--- src/rtl/mips_pkg.sv ---
// Shared definitions for the MIPS front end: widths, reset vector, NOP
// encoding and the instruction/PC pair carried by the fetch buffer.
package mips_pkg;

  localparam int DATA_W = 32;
  localparam logic [DATA_W-1:0] RESET_PC = 32'h0000_0000;
  localparam logic [DATA_W-1:0] NOP_INST = 32'h0000_0000;

  typedef struct packed {
    logic [DATA_W-1:0] inst;
    logic [DATA_W-1:0] pc;
  } ifetch_entry_t;

endpackage

--- src/rtl/mips_ifetch_buffer_if.sv ---
// Fetch-buffer bus: redirect from the core, imem req/gnt/rvalid channel,
// and the valid/ready instruction stream toward the core.
// master = the fetch buffer, slave = core + instruction memory side.
interface mips_ifetch_buffer_if #(
  parameter int DATA_W = mips_pkg::DATA_W
);

  logic              redirect_valid;
  logic [DATA_W-1:0] redirect_pc;
  logic              imem_req;
  logic [DATA_W-1:0] imem_addr;
  logic              imem_gnt;
  logic              imem_rvalid;
  logic [DATA_W-1:0] imem_rdata;
  logic              inst_valid;
  logic [DATA_W-1:0] inst;
  logic [DATA_W-1:0] inst_pc;
  logic              inst_ready;

  modport master (
    input  redirect_valid, redirect_pc, imem_gnt, imem_rvalid, imem_rdata, inst_ready,
    output imem_req, imem_addr, inst_valid, inst, inst_pc
  );

  modport slave (
    output redirect_valid, redirect_pc, imem_gnt, imem_rvalid, imem_rdata, inst_ready,
    input  imem_req, imem_addr, inst_valid, inst, inst_pc
  );

endinterface

--- src/rtl/mips_sync_fifo.sv ---
// Synchronous FIFO with flush, occupancy count and full/empty flags.
// DEPTH must be a power of two so the pointers wrap naturally.
module mips_sync_fifo #(
  parameter int WIDTH = 64,
  parameter int DEPTH = 4
) (
  input  logic                   clk,
  input  logic                   rst_i,
  input  logic                   flush_i,
  input  logic                   push_i,
  input  logic [WIDTH-1:0]       din_i,
  input  logic                   pop_i,
  output logic [WIDTH-1:0]       dout_o,
  output logic [$clog2(DEPTH):0] count_o,
  output logic                   full_o,
  output logic                   empty_o
);

  localparam int AW = $clog2(DEPTH);

  logic [WIDTH-1:0] mem_q [DEPTH];
  logic [AW-1:0]    wr_ptr_q;
  logic [AW-1:0]    rd_ptr_q;
  logic [AW:0]      count_q;
  logic             push_ok;
  logic             pop_ok;

  assign full_o  = (count_q == (AW+1)'(DEPTH));
  assign empty_o = (count_q == '0);
  assign pop_ok  = pop_i && !empty_o;
  // A push into a full FIFO is still fine when the head leaves this cycle.
  assign push_ok = push_i && (!full_o || pop_ok);
  assign dout_o  = mem_q[rd_ptr_q];
  assign count_o = count_q;

  // Storage array; contents need no reset since validity lives in count_q.
  always_ff @(posedge clk) begin
    if (push_ok && !flush_i && !rst_i) begin
      mem_q[wr_ptr_q] <= din_i;
    end
  end

  // Pointer and occupancy update; flush empties the FIFO in one cycle.
  always_ff @(posedge clk) begin
    if (rst_i || flush_i) begin
      wr_ptr_q <= '0;
      rd_ptr_q <= '0;
      count_q  <= '0;
    end else begin
      if (push_ok) wr_ptr_q <= wr_ptr_q + AW'(1);
      if (pop_ok)  rd_ptr_q <= rd_ptr_q + AW'(1);
      count_q <= count_q + (AW+1)'(push_ok) - (AW+1)'(pop_ok);
    end
  end

  // Underflow guard: the consumer must never pop an empty FIFO.
  always_ff @(posedge clk) begin
    if (!rst_i && !flush_i) begin
      assert (!(pop_i && empty_o));
    end
  end

endmodule

--- src/rtl/mips_ifetch_buffer.sv ---
// Instruction prefetch buffer: issues sequential word fetches, tracks
// outstanding responses against FIFO credit, drops responses that belong
// to fetches made before a redirect, and hands {inst, pc} to the core.
module mips_ifetch_buffer
  import mips_pkg::*;
#(
  parameter int                DATA_W   = 32,
  parameter int                DEPTH    = 4,
  parameter logic [DATA_W-1:0] RESET_PC = 32'h0000_0000
) (
  input  logic                 clk,
  input  logic                 rst_n,   // active-high synchronous reset
  mips_ifetch_buffer_if.master bus
);

  localparam int CW = $clog2(DEPTH) + 1;
  localparam int EW = 2 * DATA_W;

  logic [DATA_W-1:0] fetch_pc_q, fetch_pc_d;
  logic [DATA_W-1:0] resp_pc_q, resp_pc_d;
  logic [CW-1:0]     outstanding_q, outstanding_d;
  logic [CW-1:0]     discard_q, discard_d;

  logic [CW-1:0]     fifo_count;
  logic              fifo_full;
  logic              fifo_empty;
  logic              fifo_push;
  logic              fifo_pop;
  logic [EW-1:0]     fifo_din;
  logic [EW-1:0]     fifo_dout;

  logic [CW:0]       credit_used;
  logic              req_acc;
  logic [DATA_W-1:0] redirect_pc_aligned;

  // Every buffered entry and every in-flight fetch holds one FIFO slot, so a
  // response always has room even if the core stalls indefinitely.
  assign credit_used  = {1'b0, fifo_count} + {1'b0, outstanding_q};
  assign bus.imem_req = !rst_n && !bus.redirect_valid && (credit_used < (CW+1)'(DEPTH));
  assign bus.imem_addr = fetch_pc_q;
  assign req_acc      = bus.imem_req && bus.imem_gnt;

  assign redirect_pc_aligned = bus.redirect_pc & ~DATA_W'(3);

  // Responses still owed to pre-redirect fetches are swallowed; a response
  // arriving in the redirect cycle itself is stale by definition.
  assign fifo_push = bus.imem_rvalid && (discard_q == '0) && !bus.redirect_valid;
  assign fifo_pop  = bus.inst_valid && bus.inst_ready && !bus.redirect_valid;
  assign fifo_din  = {bus.imem_rdata, resp_pc_q};

  assign bus.inst_valid = !fifo_empty;
  assign bus.inst       = fifo_empty ? DATA_W'(NOP_INST) : fifo_dout[EW-1:DATA_W];
  assign bus.inst_pc    = fifo_empty ? '0 : fifo_dout[DATA_W-1:0];

  mips_sync_fifo #(
    .WIDTH (EW),
    .DEPTH (DEPTH)
  ) u_fifo (
    .clk     (clk),
    .rst_i   (rst_n),
    .flush_i (bus.redirect_valid),
    .push_i  (fifo_push),
    .din_i   (fifo_din),
    .pop_i   (fifo_pop),
    .dout_o  (fifo_dout),
    .count_o (fifo_count),
    .full_o  (fifo_full),
    .empty_o (fifo_empty)
  );

  // Next-state for fetch/response PCs, in-flight count and discard count.
  always_comb begin
    outstanding_d = outstanding_q + CW'(req_acc) - CW'(bus.imem_rvalid);
    fetch_pc_d    = fetch_pc_q;
    resp_pc_d     = resp_pc_q;
    discard_d     = discard_q;

    if (bus.redirect_valid) begin
      fetch_pc_d = redirect_pc_aligned;
      resp_pc_d  = redirect_pc_aligned;
      // Everything still in flight after this cycle predates the redirect.
      discard_d  = outstanding_d;
    end else begin
      if (req_acc)   fetch_pc_d = fetch_pc_q + DATA_W'(4);
      if (fifo_push) resp_pc_d  = resp_pc_q + DATA_W'(4);
      if (bus.imem_rvalid && (discard_q != '0)) discard_d = discard_q - CW'(1);
    end
  end

  // State registers with synchronous reset.
  always_ff @(posedge clk) begin
    if (rst_n) begin
      fetch_pc_q    <= RESET_PC;
      resp_pc_q     <= RESET_PC;
      outstanding_q <= '0;
      discard_q     <= '0;
    end else begin
      fetch_pc_q    <= fetch_pc_d;
      resp_pc_q     <= resp_pc_d;
      outstanding_q <= outstanding_d;
      discard_q     <= discard_d;
    end
  end

  // Overflow guard: the credit check must leave a slot for every response.
  always_ff @(posedge clk) begin
    if (!rst_n) begin
      assert (!(fifo_push && fifo_full && !fifo_pop));
    end
  end

endmodule

--- src/flat_wrapper.sv ---
// flat-port wrapper written by rule: the top's interface ports become plain ports
module mips_ifetch_buffer_flat import mips_pkg::*;
#(
  parameter int                DATA_W   = 32,
  parameter int                DEPTH    = 4,
  parameter logic [DATA_W-1:0] RESET_PC = 32'h0000_0000
)
  (clk, rst_n, bus_redirect_valid, bus_redirect_pc, bus_imem_gnt, bus_imem_rvalid, bus_imem_rdata, bus_inst_ready, bus_imem_req, bus_imem_addr, bus_inst_valid, bus_inst, bus_inst_pc);
  mips_ifetch_buffer_if #(.DATA_W(DATA_W)) bus_i ();
  input  logic clk;
  input  logic rst_n;
  input wire logic [$bits(bus_i.redirect_valid)-1:0] bus_redirect_valid;
  input wire logic [$bits(bus_i.redirect_pc)-1:0] bus_redirect_pc;
  input wire logic [$bits(bus_i.imem_gnt)-1:0] bus_imem_gnt;
  input wire logic [$bits(bus_i.imem_rvalid)-1:0] bus_imem_rvalid;
  input wire logic [$bits(bus_i.imem_rdata)-1:0] bus_imem_rdata;
  input wire logic [$bits(bus_i.inst_ready)-1:0] bus_inst_ready;
  output wire logic [$bits(bus_i.imem_req)-1:0] bus_imem_req;
  output wire logic [$bits(bus_i.imem_addr)-1:0] bus_imem_addr;
  output wire logic [$bits(bus_i.inst_valid)-1:0] bus_inst_valid;
  output wire logic [$bits(bus_i.inst)-1:0] bus_inst;
  output wire logic [$bits(bus_i.inst_pc)-1:0] bus_inst_pc;
  assign bus_i.redirect_valid = bus_redirect_valid;
  assign bus_i.redirect_pc = bus_redirect_pc;
  assign bus_i.imem_gnt = bus_imem_gnt;
  assign bus_i.imem_rvalid = bus_imem_rvalid;
  assign bus_i.imem_rdata = bus_imem_rdata;
  assign bus_i.inst_ready = bus_inst_ready;
  assign bus_imem_req = bus_i.imem_req;
  assign bus_imem_addr = bus_i.imem_addr;
  assign bus_inst_valid = bus_i.inst_valid;
  assign bus_inst = bus_i.inst;
  assign bus_inst_pc = bus_i.inst_pc;
  mips_ifetch_buffer #(.DATA_W(DATA_W), .DEPTH(DEPTH), .RESET_PC(RESET_PC)) u_core (.clk(clk), .rst_n(rst_n), .bus(bus_i));
endmodule
--- config.mk ---
export PLATFORM = sky130hd
export DESIGN_NAME = mips_ifetch_buffer_flat
export DESIGN_NICKNAME = d
export VERILOG_FILES = /design/src/rtl/mips_pkg.sv /design/src/rtl/mips_ifetch_buffer_if.sv /design/src/rtl/mips_sync_fifo.sv /design/src/rtl/mips_ifetch_buffer.sv /design/src/flat_wrapper.sv
export SDC_FILE = /design/constraint.sdc
export NUM_CORES = 1
export LEC_CHECK = 0
export ABC_AREA = 1
export BUFFER_PORTS_ARGS = -buffer_cell sky130_fd_sc_hd__buf_2
export CORE_ASPECT_RATIO = 1.2
export CORE_UTILIZATION = 41
export CTS_CLUSTER_SIZE = 40
export DETAILED_ROUTE_END_ITERATION = 6
export PLACE_DENSITY_LB_ADDON = 0.2
export SYNTH_ARGS = -nofsm -noshare
export SYNTH_HDL_FRONTEND = slang
export SYNTH_SLANG_ARGS = --single-unit
--- constraint.sdc ---
create_clock -name clk -period 14.1 [get_ports clk]
set_clock_uncertainty 0.1 [all_clocks]
set_input_delay 2.82 -clock clk [delete_from_list [all_inputs] [get_ports clk]]
set_output_delay 2.82 -clock clk [all_outputs]
set_load 0.01 [all_outputs]
==> results.md, run 1 <==
* Status: finished, final reports clean
* Starting DRT DRC Count at 819
* Critical Path, Cell by Cell: buf_2, nor2_4, nand2_2, nor2_4, buf_2
* Hold Vio Cnt, Final at 0
* CP Max Fanout at 43
* ANT nets after route at 0
* Hold Path Class: reg2reg
* N_diodes at 0
* Top Ports at 168
* Die X at 173 um
* Tcrit/Tclk final at 0.495
* R2R Setup Slk at 10.41 ns
* Dpl hpwl at 21100 um
* Fraction of registers with async set/reset at 0
* Largest net degree at the start of global routing at 125
* Drt via density at 5.14
* Row count at 74
* P_int at 0.00161 W
* Area growth, synth to finish at 15.6%
* Tot Pwr at 0.00209 W
* Routed wire length at 35500 um
* Pins Over Slew Limit at 0
* Peak Freq at 0.143 GHz
* CTS tree: done
* Wire per inst at 16.5 um
* I/O Buffers at 161
* CTS H-tree depth at 2
* Drc violations at 0
* Clock Pin Slew Worst Setup and Hold Paths at 0.06 ns
* Starting Density at 0.421
* CTS root buffer: clkbuf_16
* Share of cells above drive strength 1 at 0.146
* 1st-pass router iterations at 5
* Synthesized instance count at 1537
* CTS buffer count at 34
* Unique masters post-synth at 39
* Synth Flop Type: edfxtp_1
* CP Launch Type: input port
* Worst slew pin tran at 1.14 ns
* RSZ-0062 raised after global routing: false
* Die height at 208 um
* Worst path max stage delay at 0.44 ns
* Global-route wire length before repair at 56100 um
* Worst skew pair latency at 0.52 ns
* GP Congestion at 0.900
* Crit path kind: in2out
* Core ar. at 0.0344 mm2
* Hold-fix buffers at CTS at 0
* Syn Area/Cell at 9.40 um2
* Minimum clock period at 6.97 ns
* Slew headroom at 0.237
* Clock Path Buffers at 3
* Slowest CP cell: nor2_4
* PostCTS Resize Cnt at 0
* DR vias at 11100
* Combined area of all synthesized cells at 0.0144 mm2
* All-layer global routing usage at 0.198
* Setup TNS at 0 ns
* CP required at 11.18 ns
* Power share of the combinational group at 0.072
* Sequential share of the synthesized area at 0.619
* Cell taking the most area after synthesis: edfxtp_1
* Pwr dens at 125 mW/mm2
* Critical path capture point type: output pin
* Clock power share at 0.410
* Yosys reg bits at 323
* Sw Share at 0.227
* CP arrival at 4.05 ns
* Largest cells by area after synthesis: edfxtp_1 (52%), dfxtp_1 (10%), nor2_1 (9.0%)
* Max-capacitance violation count at 0
* Die area at 0.0360 mm2
* Sequential power share at 0.519
* Sw Pwr at 0.000474 W
* Initial antenna violation count at 0
* Final net count at 1762
* Filler cell count at 3211
* Worst vdd ir at 64.7 uV
* CTS sink count at 323
* Post-CTS Setup Inserts at 0
* LEAKAGE at 6.46 nW
* Number of flops mapped to enable cells by yosys at 248
* Vias in the first global route at 10500
* Synth top area share at 0.515
* Synth warn at 0
* Global route total overflow at 0
* Final number of setup-violating endpoints at 0
[layer usage]
layer | track usage | vias up | wire, um
met5 | 0 | - | 0
met4 | 0.0656 | 0 | 871
met3 | 0.0297 | 56 | 1760
met2 | 0.331 | 310 | 17100
met1 | 0.262 | 5254 | 15800
li1 | - | 5442 | -
[critical path: cells and delay by family]
family                 cells  cell delay [ns]
and+or+nand+nor            3             0.70
buffers and inverters      2             0.53
[per-stage QoR]
stage / cells / cell area [um2] / setup WS [ns] / hold slack, ns / utilization
after floorplan: 1540 / 14500 / 7.50 / 0.336 / -
after global placement: 2096 / 15600 / 7.12 / 0.352 / 0.455
after detailed placement: 2096 / 15600 / 7.09 / 0.356 / 0.455
after CTS: 2153 / 16700 / 7.08 / 0.368 / 0.486
after global routing: 2153 / 16700 / 7.01 / 0.395 / 0.486
final: 2153 / 16700 / 7.13 / 0.366 / 0.486
[layout by cell type (no fill, tap or decap), types with 14 or more instances in the layout]
cell,synthesis,layout
inv_1,112,112
nor2_1,345,341
nand2_1,229,229
a21oi_1,117,117
nand3_1,68,68
edfxtp_1,248,248
o21ai_0,169,169
buf_2,13,161
ha_1,14,14
clkbuf_16,0,37
dfxtp_1,75,73
[area by class of cell]
| type | instances | area, um2 | area share |
|---|---|---|---|
| timing repair buffer | 172 | 888 | 0.0532 |
| clock inverter | 10 | 70.1 | 0.00420 |
| multi-input combinational | 1028 | 4790 | 0.287 |
| tap | 456 | 571 | 0.0342 |
| clock buffer | 47 | 993 | 0.0595 |
| inverter | 117 | 439 | 0.0263 |
| sequential | 323 | 8950 | 0.536 |
[synthesized netlist by cell type (all sizes together), types with 2 or more instances]
master,count
nor2,353
edfxtp,248
nand2,233
o21ai,170
a21oi,117
inv,117
dfxtp,75
nand3,69
clkbuf,49
buf,23
ha,14
xor2,12
nand4,9
o211ai,9
a31oi,8
o21bai,7
nor3,4
or2,4
and2,3
xnor2,3
fa,2
o31ai,2
[logic make-up (layout without fill, tap and decap cells)]
kind of cell | Yosys count | after routing | synth area share
compound gates | 315 | 315 | 0.113
xor+xnor | 15 | 15 | 0.00909
fa+ha+maj | 16 | 16 | 0.0149
buf+inv | 189 | 346 | 0.0526
flops | 323 | 323 | 0.619
other cells | 1 | 4 | 0.000260
simple gates | 678 | 678 | 0.190
[power groups by stage]
stage | sequential (W) | clock [W] | combinational [W]
floorplan | 0.00109 | 0 | 0.0000947
global placement | 0.00110 | 0 | 0.000147
detailed placement | 0.00110 | 0 | 0.000150
CTS | 0.00108 | 0.000873 | 0.000151
global route | 0.00109 | 0.000911 | 0.000170
finish | 0.00108 | 0.000854 | 0.000150
[path summary, 6_finish.rpt]
| path | cells past startpoint | to | start |
|---|---|---|---|
| max | 5 | bus_imem_req | bus_redirect_valid |
| min | 2 | flop | u_core.u_fifo.rd_ptr_q[1]$_SDFFE_PP0N_ |
| max reg2reg | 14 | u_core.u_fifo.count_o[2]$_SDFF_PP0_ | u_core.discard_q[0]$_SDFFE_PP0P_ |
| min reg2reg | 2 | flop | u_core.u_fifo.rd_ptr_q[1]$_SDFFE_PP0N_ |
[sequential cells by signal, summed over array words and instances (netlist names), named ones only]
name	cells
u_core.outstanding_q	3
u_core.u_fifo.rd_ptr_q	2
u_core.u_fifo.wr_ptr_q	2
u_core.u_fifo.count_o	3
u_core.resp_pc_q	30
u_core.u_fifo.mem_q	248
u_core.bus.imem_addr	30
u_core.discard_q	3
(Power assumes the default switching activity.)
==> run 2, diff against run 1 <==
==> constraint.sdc (replaced) <==
create_clock -name clk -period 7.1 [get_ports clk]
set_clock_uncertainty 0.1 [all_clocks]
set_input_delay 1.42 -clock clk [delete_from_list [all_inputs] [get_ports clk]]
set_output_delay 1.42 -clock clk [all_outputs]
set_load 0.01 [all_outputs]
==> results.md, run 2 (same netlist as run 1, synthesis figures left out) <==
* Tot Pwr at 0.00406 W
* Pins Over Slew Limit at 0
* Largest net degree at the start of global routing at 86
* Inst Count DP at 2094
* Dpl hpwl at 21800 um
* Area growth, synth to finish at 15.2%
* CTS H-tree depth at 2
* GP Congestion at 0.906
* CTS tree: done
* Commonest cells after routing, fill and taps aside: nor2_1 (341), edfxtp_1 (248), nand2_1 (229), o21ai_0 (169), buf_2 (161)
* Final number of setup-violating endpoints at 0
* CP Max Fanout at 73
* I/O Buffers at 161
* Row count at 74
* Final net count at 1760
* Hold-fix buffers at CTS at 0
* Hold depth at 2
* Worst slew pin tran at 1.08 ns
* Global-route wire length before repair at 56400 um
* Wire per inst at 16.6 um
* Hold_sp: u_core.u_fifo.rd_ptr_q[1]$_SDFFE_PP0N_
* Tcrit/Tclk final at 0.656
* Drc violations at 0
* Crit path kind: reg2out
* Worst skew pair latency at 0.51 ns
* Finished Cell Area at 0.0166 mm2
* Share of cells above drive strength 1 at 0.142
* Hold Path Class: reg2reg
* Setup TNS at 0 ns
* Largest register FFs at 248
* Die X at 173 um
* Starting DRT DRC Count at 664
* N_diodes at 0
* CP arrival at 3.14 ns
* Clock Pin Slew Worst Setup and Hold Paths at 0.05 ns
* Reg2Reg Capture Point: u_core.u_fifo.count_o[2]$_SDFF_PP0_
* 1st-pass router iterations at 4
* Max-capacitance violation count at 0
* Post-CTS Setup Inserts at 0
* Worst vdd ir at 118 uV
* Vias in the first global route at 10600
* ANT nets after route at 0
* Hold Vio Cnt, Final at 0
* DR vias at 11100
* All-layer global routing usage at 0.197
* CP Launch Type: flop
* Critical path capture point type: output pin
* CP required at 5.58 ns
* Starting Density at 0.421
* Top reg by flops: u_core.u_fifo.mem_q
* LEAKAGE at 6.41 nW
* Routed wire length at 35700 um
* CTS root buffer: clkbuf_16
* Clock Path Buffers at 3
* PostCTS Resize Cnt at 0
* Pwr dens at 244 mW/mm2
* Minimum clock period at 4.66 ns
* Drt via density at 5.14
* Logic depth of the worst register-to-register path at 14
* Global route total overflow at 0
* Worst Hold End: u_core.u_fifo.rd_ptr_q[1]$_SDFFE_PP0N_
* Die height at 208 um
* CTS buffer count at 34
* Top Ports at 168
* Die area at 0.0360 mm2
* Core ar. at 0.0344 mm2
* Status: finished, final reports clean
* CTS sink count at 323
* Slew headroom at 0.279
* RSZ-0062 raised after global routing: false
* Initial antenna violation count at 0
* R2R Setup Slk at 3.39 ns
* Post-place instance area at 0.0156 mm2
* Peak Freq at 0.215 GHz
* Commonest non-fill, non-tap cell in the layout: nor2_1
* Critical R2R Launch: u_core.discard_q[0]$_SDFFE_PP0P_
* Final Non-Filler Cells at 2155
## run 2: routing by layer
layer / up-vias / part of all wire / track usage
met5: - / 0 / 0
li1: 5450 / - / -
met2: 292 / 0.48 / 0.340
met1: 5263 / 0.44 / 0.254
met3: 67 / 0.048 / 0.0267
met4: 0 / 0.027 / 0.0665
## run 2: stage by stage
stage	hold slack (ns)	setup WS, ns	util
floorplan	0.336	1.90	-
global placement	0.349	2.39	0.455
detailed placement	0.352	2.36	0.455
CTS	0.374	2.34	0.484
global route	0.404	2.19	0.484
finish	0.375	2.44	0.484
## run 2: area by class of cell
class / instances / area [um2]
inverter: 117 / 439
multi-input combinational: 1028 / 4790
sequential: 323 / 8950
clock inverter: 11 / 72.6
tap: 456 / 571
clock buffer: 50 / 932
fill: 3203 / 17700
timing repair buffer: 170 / 886
## run 2: worst max-delay path by stage
stage	to	cells after the start
global route	bus_inst_pc[24]	5
detailed placement	u_core.u_fifo.mem_q[1][35]$_DFFE_PP_	6
floorplan	u_core.u_fifo.mem_q[0][10]$_DFFE_PP_	5
global placement	u_core.u_fifo.mem_q[1][40]$_DFFE_PP_	7
CTS	bus_inst_pc[12]	5
finish	bus_inst_pc[12]	5
## run 2: report_power, final
part	leakage, nW	internal (W)	total (W)	switching (W)
clock network	0.489	0.000916	0.00161	0.000698
logic	3.06	0.000102	0.000301	0.000199
registers	2.87	0.00209	0.00215	0.0000579
total	6.41	0.00311	0.00406	0.000955
## run 2: worst max-delay path: stages, from the launching register on
cell,delay [ns]
dfxtp_4,0.49
inv_2,0.84
buf_4,0.56
o21ai_0,0.18
a21oi_1,0.33
buf_2,0.20
==> run 3, diff against run 2 <==
==> constraint.sdc (replaced) <==
create_clock -name clk -period 4.6 [get_ports clk]
set_clock_uncertainty 0.1 [all_clocks]
set_input_delay 0.92 -clock clk [delete_from_list [all_inputs] [get_ports clk]]
set_output_delay 0.92 -clock clk [all_outputs]
set_load 0.01 [all_outputs]
==> results.md, run 3 (same netlist as run 1, synthesis figures left out) <==
* Setup WS pre-CTS at 1.02 ns
* Core ar. at 0.0344 mm2
* LEAKAGE at 6.50 nW
* CP Max Fanout at 50
* Starting Density at 0.421
* I/O Buffers at 161
* Clock Pin Slew Worst Setup and Hold Paths at 0.05 ns
* Slew headroom at 0.231
* GP Congestion at 0.892
* Dpl hpwl at 22000 um
* Minimum clock period at 3.64 ns
* DR vias at 11100
* Hold Path Class: reg2reg
* Hold-fix buffers at CTS at 0
* Commonest cells after routing, fill and taps aside: nor2_1 (341), edfxtp_1 (248), nand2_1 (229), o21ai_0 (169), buf_2 (161)
* Hold Vio Cnt, Final at 0
* Clock power share at 0.402
* Final Non-Filler Cells at 2168
* Row count at 74
* Sw Share at 0.235
* All-layer global routing usage at 0.197
* Post-CTS Setup Inserts at 0
* Die height at 208 um
* Starting DRT DRC Count at 715
* Initial antenna violation count at 0
* Power share of the combinational group at 0.074
* Crit path kind: reg2out
* Pwr dens at 377 mW/mm2
* Final setup margin at 0.956 ns
* Final net count at 1771
* Global route total overflow at 0
* Post-Route Utilization at 0.489
* RSZ-0062 raised after global routing: false
* Routed wire length at 35600 um
* CTS sink count at 323
* 1st-pass router iterations at 5
* Top reg by flops: u_core.u_fifo.mem_q
* CP required at 3.58 ns
* ANT nets after route at 0
* Share of cells above drive strength 1 at 0.150
* Drc violations at 0
* CP Launch Type: flop
* Filler cell count at 3222
* Finished Cell Area at 0.0168 mm2
* Max-capacitance violation count at 0
* CTS root buffer: clkbuf_16
* N_diodes at 0
* Commonest non-fill, non-tap cell in the layout: nor2_1
* Top Ports at 168
* CTS buffer count at 35
* Sw Pwr at 0.00149 W
* Worst vdd ir at 237 uV
* Wire per inst at 16.4 um
* CP arrival at 2.62 ns
* Clock Path Buffers at 3
* Status: finished, final reports clean
* P_int at 0.00484 W
* Final number of setup-violating endpoints at 0
* Largest net degree at the start of global routing at 63
* Pins Over Slew Limit at 0
* Peak Freq at 0.274 GHz
* Die X at 173 um
* Post-place instance area at 0.0157 mm2
* Die area at 0.0360 mm2
* Global-route wire length before repair at 56200 um
* Tcrit/Tclk final at 0.792
* Largest register FFs at 248
* CTS H-tree depth at 2
* PostCTS Resize Cnt at 0
* Sequential power share at 0.524
* Vias in the first global route at 10500
* Setup TNS at 0 ns
* CTS tree: done
* Worst slew pin tran at 1.15 ns
* Inst Count DP at 2104
* Critical path capture point type: output pin
* Area growth, synth to finish at 16.1%
* Worst skew pair latency at 0.51 ns
* Drt via density at 5.10
==> run 3: cell count changes in the layout (fill, tap and decap cells not counted), sizes merged <==
cell / previous run / this run
clkinv: 11 / 20
clkbuf: 50 / 43
inv: 117 / 118
buf: 170 / 180
==> run 3: layout make-up <==
cell class	count	area (um2)	area share
Clock buffer	43	937	0.0558
Clock inverter	21	108	0.00641
Inverter	117	439	0.0262
Multi-Input combinational cell	1028	4790	0.285
Sequential cell	323	8950	0.534
Tap cell	456	571	0.0340
Timing Repair Buffer	180	986	0.0588
==> run 3: worst paths after layout <==
check,start,depth (start not counted),to,slack (ns)
setup / recovery,flop,6,bus_inst_pc[12],0.96
hold / removal,u_core.u_fifo.rd_ptr_q[1]$_SDFFE_PP0N_,2,flop,0.36
setup reg to reg,u_core.discard_q[0]$_SDFFE_PP0P_,16,u_core.u_fifo.count_o[2]$_SDFF_PP0_,1.62
hold reg to reg,u_core.u_fifo.rd_ptr_q[1]$_SDFFE_PP0N_,2,flop,0.36
==> run 3: power groups by stage <==
stage / logic [W] / clock network (W) / registers (W)
after floorplan: 0.000290 / 0 / 0.00335
after global placement: 0.000464 / 0 / 0.00337
after detailed placement: 0.000471 / 0 / 0.00337
after CTS: 0.000474 / 0.00260 / 0.00331
after global routing: 0.000528 / 0.00273 / 0.00332
final: 0.000469 / 0.00254 / 0.00331
==> run 3: worst max-delay path, stage by stage, from the launching register on <==
cell,delay (ns)
dfxtp_4,0.66
buf_4,0.55
nor2_1,0.10
nor2_1,0.11
o21ai_0,0.11
a21oi_1,0.36
buf_2,0.20
==> run 3: through the flow <==
step	total power [W]	hold WS (ns)
6_report	0.00633	0.361
5_1_grt	0.00659	0.385
4_1_cts	0.00639	0.362
3_5_place_dp	0.00384	0.348
3_3_place_gp	0.00384	0.348
2_1_floorplan	0.00365	0.336
==> run 3: routing by layer <==
layer / wire (um) / track usage / up-vias
met5: 0 / 0 / -
li1: - / - / 5480
met2: 16900 / 0.328 / 330
met4: 845 / 0.0674 / 0
met3: 1860 / 0.0302 / 51
met1: 16000 / 0.260 / 5197
